`src/rtl/uart_rx_byte.sv`:
```
// UART 8N1 receiver: two-flop synchronizer, mid-bit sampling FSM, one-cycle
// rx_valid / frame_err strobes. A held-low line after a bad stop bit is absorbed.
module uart_rx_byte #(
    parameter int unsigned CLKS_PER_BIT = 868
) (
    input  logic       clk,
    input  logic       reset,
    input  logic       rx,
    output logic [7:0] rx_data,
    output logic       rx_valid,
    output logic       frame_err,
    output logic       busy
);

    localparam int unsigned HALF_BIT  = CLKS_PER_BIT / 2;
    localparam logic [15:0] BIT_LAST  = 16'(CLKS_PER_BIT - 1);
    localparam logic [15:0] HALF_LAST = 16'(HALF_BIT - 1);

    typedef enum logic [2:0] {
        IDLE,
        START,
        DATA,
        STOP,
        BREAK_WAIT
    } state_e;

    logic        sync1_q, sync2_q;
    logic        rx_s;
    state_e      state_q, state_d;
    logic [15:0] cnt_q, cnt_d;
    logic [2:0]  idx_q, idx_d;
    logic [7:0]  shift_q, shift_d;
    logic [7:0]  data_q, data_d;
    logic        valid_q, valid_d;
    logic        ferr_q, ferr_d;
    logic        busy_q;

    assign rx_s = sync2_q;

    // NOTE: every always_comb output gets a default first so no path infers a latch.
    always_comb begin
        state_d = state_q;
        cnt_d   = cnt_q + 16'd1;
        idx_d   = idx_q;
        shift_d = shift_q;
        data_d  = data_q;
        valid_d = 1'b0;
        ferr_d  = 1'b0;

        unique case (state_q)
            IDLE: begin
                cnt_d = '0;
                if (!rx_s) state_d = START;
            end
            START: begin
                if (cnt_q == HALF_LAST) begin
                    cnt_d = '0;
                    if (!rx_s) begin
                        state_d = DATA;
                        idx_d   = '0;
                    end else begin
                        state_d = IDLE;
                    end
                end
            end
            DATA: begin
                if (cnt_q == BIT_LAST) begin
                    cnt_d   = '0;
                    shift_d = {rx_s, shift_q[7:1]};
                    idx_d   = idx_q + 3'd1;
                    if (idx_q == 3'd7) state_d = STOP;
                end
            end
            STOP: begin
                if (cnt_q == BIT_LAST) begin
                    cnt_d = '0;
                    if (rx_s) begin
                        data_d  = shift_q;
                        valid_d = 1'b1;
                        state_d = IDLE;
                    end else begin
                        ferr_d  = 1'b1;
                        state_d = BREAK_WAIT;
                    end
                end
            end
            BREAK_WAIT: begin
                // Hold off decoding until the line has genuinely returned to idle.
                cnt_d = '0;
                if (rx_s) state_d = IDLE;
            end
            default: begin
                cnt_d   = '0;
                state_d = IDLE;
            end
        endcase
    end

    // NOTE: sequential state uses non-blocking assignments so all flops update together.
    always_ff @(posedge clk or posedge reset) begin
        if (reset) begin
            sync1_q <= 1'b1;
            sync2_q <= 1'b1;
            state_q <= IDLE;
            cnt_q   <= '0;
            idx_q   <= '0;
            shift_q <= '0;
            data_q  <= '0;
            valid_q <= 1'b0;
            ferr_q  <= 1'b0;
            busy_q  <= 1'b0;
        end else begin
            sync1_q <= rx;
            sync2_q <= sync1_q;
            state_q <= state_d;
            cnt_q   <= cnt_d;
            idx_q   <= idx_d;
            shift_q <= shift_d;
            data_q  <= data_d;
            valid_q <= valid_d;
            ferr_q  <= ferr_d;
            busy_q  <= (state_d != IDLE);
        end
    end

    assign rx_data   = data_q;
    assign rx_valid  = valid_q;
    assign frame_err = ferr_q;
    assign busy      = busy_q;

endmodule

```
`config.mk`:
```
export PLATFORM = sky130hd
export DESIGN_NAME = uart_rx_byte
export DESIGN_NICKNAME = d
export VERILOG_FILES = /design/src/rtl/uart_rx_byte.sv
export SDC_FILE = /design/constraint.sdc
export NUM_CORES = 1
export LEC_CHECK = 0
export ABC_CLOCK_PERIOD_IN_PS = 5400
export CAP_MARGIN = 20
export CORE_ASPECT_RATIO = 0.75
export CORE_UTILIZATION = 61
export DETAILED_ROUTE_END_ITERATION = 8
export DONT_BUFFER_PORTS = 1
export PLACE_DENSITY_LB_ADDON = 0.2
export SYNTH_ARGS = -nofsm -noshare
export SYNTH_HDL_FRONTEND = slang
export SYNTH_SLANG_ARGS = --single-unit
```
`constraint.sdc`:
```
create_clock -name clk -period 5.4 [get_ports clk]
set_input_delay 1.62 -clock clk [delete_from_list [all_inputs] [get_ports clk]]
set_output_delay 1.62 -clock clk [all_outputs]
set_load 0.1 [all_outputs]
```
==> flow_metrics.py <==
metrics = {
    "run_status": {
        "status": "finished clean",
    },
    "sta": {
        "tightest_slew_ns": 0.915,
        "fin_skew_ns": 0.00886,
        "fin_crit_sh_pct": 53.2,
        "period_needed_ns": 2.88,
        "timing.final.ws_setup_ns": 2.52,
        "rsz0062_at_grt": "false",
        "fin_tns_setup_ns": 0,
        "setup_violations": 0,
        "finalHoldViolCount": 0,
        "slew_viol_final": 0,
        "slew_headroom_pct": 39.0,
        "timing.fmax_mhz": 348,
    },
    "grt": {
        "grt_max_degree": 26,
        "grt_pass1_wl_mm": 5.58,
        "first_global_vias": 1148,
        "antenna_found_initial": 0,
        "gr-total-overflow": 0,
        "grt_usage_pct": 22.7,
    },
    "routing": {
        "drtIter0Drc": 107,
        "drc": 0,
        "vias": 1243,
        "totalWireLength_mm": 3.35,
        "ant_nets": 0,
        "vias_per_cell": 5.98,
        "wl_per_cell_um": 16.1,
        "first_pass_iters": 4,
    },
    "floorplan": {
        "start_util_pct": 65.5,
        "die_h_um": 51.3,
        "ios": 14,
        "die_w_um": 67.8,
        "core_um2": 3020,
        "rows": 17,
        "dieArea_um2": 3480,
    },
    "clock_network": {
        "clkSinkCount": 43,
        "clkLatencyLatePin_ns": 0.30,
        "cts_max_level": 2,
        "cts_setup_buffers": 0,
        "clk_path_buf_depth": 2,
        "cts_buffers": 5,
        "cts_hold_buf": 0,
        "clk_pin_slew_ns": 0.09,
        "cts-root-buf": "clkbuf_8",
        "cts_tree": "built",
        "cts_resized": 0,
    },
    "finish": {
        "final_common_cell": "dfrtp_1",
        "final_area_um2": 2110,
        "final_net_count": 176,
        "antenna_cells": 0,
        "final_cell_mix": "dfrtp_1, nor2_1, inv_1, mux2_2, xnor2_1",
        "fillers": 203,
        "drive_gt1_share_pct": 20.6,
        "area_growth_pct": 6.45,
        "post_layout_nonfiller_instances": 208,
    },
    "placed_design": {
        "place_area_um2": 2010,
        "io_buffer_count": 0,
        "dpl.hpwl_mm": 2.35,
        "gp_congestion": 0.850,
        "dp.cells": 200,
        "dp_slack_ns": 2.85,
    },
    "synthesis": {
        "syn_nets": 171,
        "netlist_area_um2": 1980,
        "synthFlopType": "dfrtp_1",
        "async_reset_ff_share_pct": 100,
        "ys_ff_latch": 43,
        "yosysSeqAreaShare_pct": 54.5,
        "syn_area_per_cell_um2": 12.1,
        "yosysWarningCount": 0,
        "synthCells": 164,
        "synth_edf_count": 0,
        "synth_cell_types": 37,
    },
    "setup_path": {
        "cp_max_fo": 2,
        "crit_path_end_kind": "output pin",
        "worstPathRequired_ns": 3.78,
        "worstPathArrival_ns": 1.26,
        "critPathKind": "reg2out",
        "cp-start-kind": "flop",
    },
    "min_path": {
        "hold_class": "reg2reg",
    },
    "job": {
        "max_cap_violations": 0,
    },
    "pwr": {
        "ir_drop_uv": 173,
        "p_leak_nw": 0.963,
        "p_per_area_nw_per_um2": 257,
    },
}
## area by class of cell
cell class                 count  area (um^2)  area share (%)
timing repair buffer           1         7.51           0.357
multi-input combinational    108          841            39.9
tap                           38         47.5            2.26
clock buffer                   5         68.8            3.27
sequential                    43         1080            51.2
inverter                      10         37.5            1.78
clock inverter                 3         25.0            1.19
## routing by layer
layer	part of all wire, %	global-route usage (%)
met5	0	0
met4	1.4	8.51
met3	3.4	6.03
met2	48	32.7
met1	48	32.5
## cell families (layout without fill, tap and decap cells)
| family | Yosys count | count (layout) | share of synthesized area, % |
|---|---|---|---|
| simple gates | 58 | 58 | 17.7 |
| flops | 43 | 43 | 54.5 |
| compound gates | 17 | 17 | 5.95 |
| mux | 17 | 17 | 11.0 |
| buf+inv | 13 | 19 | 2.97 |
| xor+xnor | 12 | 12 | 5.31 |
| fa+ha+maj | 4 | 4 | 2.53 |
## where the power goes
part / internal (mW) / total [mW] / switching, mW
logic: 0.000778 / 0.00734 / 0.00657
registers: 0.323 / 0.324 / 0.000784
clock network: 0.0924 / 0.209 / 0.117
## synthesized netlist by cell type, drive strengths merged (4+ instances only)
cell type | n | area, um^2
nand4 | 6 | 52.6
dfrtp | 41 | 1030
mux2 | 17 | 218
inv | 10 | 37.5
nor2 | 19 | 73.8
a21oi | 4 | 20.0
o21ai | 5 | 25.0
nor3 | 5 | 25.0
ha | 4 | 50.1
nand3 | 7 | 35.0
xnor2 | 10 | 87.6
nand2 | 5 | 18.8
nor4 | 5 | 61.3
## final timing paths
path / startpoint / end / cells after the start / slack, ns
worst max register to register: cnt_q[13] / cnt_q[13] / 4 / 3.23
max in group asynchronous: reset / sync1_q / 2 / 3.26
worst max-delay path: rx_data[5] / rx_data[5] / 0 / 2.52
worst min register to register: sync1_q / rx_s / 0 / 0.36
min in group asynchronous: reset / rx_data[0] / 1 / 1.30
worst min-delay path: sync1_q / rx_s / 0 / 0.36
## registers in the layout (all words and copies together), names as in the netlist
| signal | flops |
|---|---|
| idx_q | 3 |
| rx_data | 8 |
| frame_err | 1 |
| state_q | 3 |
| rx_s | 1 |
| rx_valid | 1 |
| cnt_q | 16 |
| sync1_q | 1 |
| busy | 1 |
| shift_q | 8 |
## stage by stage
| step | hold slack (ns) | power [mW] | utilization (%) |
|---|---|---|---|
| 6_report | 0.359 | 0.540 | 69.7 |
| 5_1_grt | 0.362 | 0.561 | 69.7 |
| 4_1_cts | 0.361 | 0.547 | 69.7 |
| 3_5_place_dp | 0.349 | 0.338 | 66.6 |
| 3_3_place_gp | 0.349 | 0.338 | 66.6 |
| 2_1_floorplan | 0.345 | 0.335 | - |
Note: power is estimated with default switching activity, not from simulation.
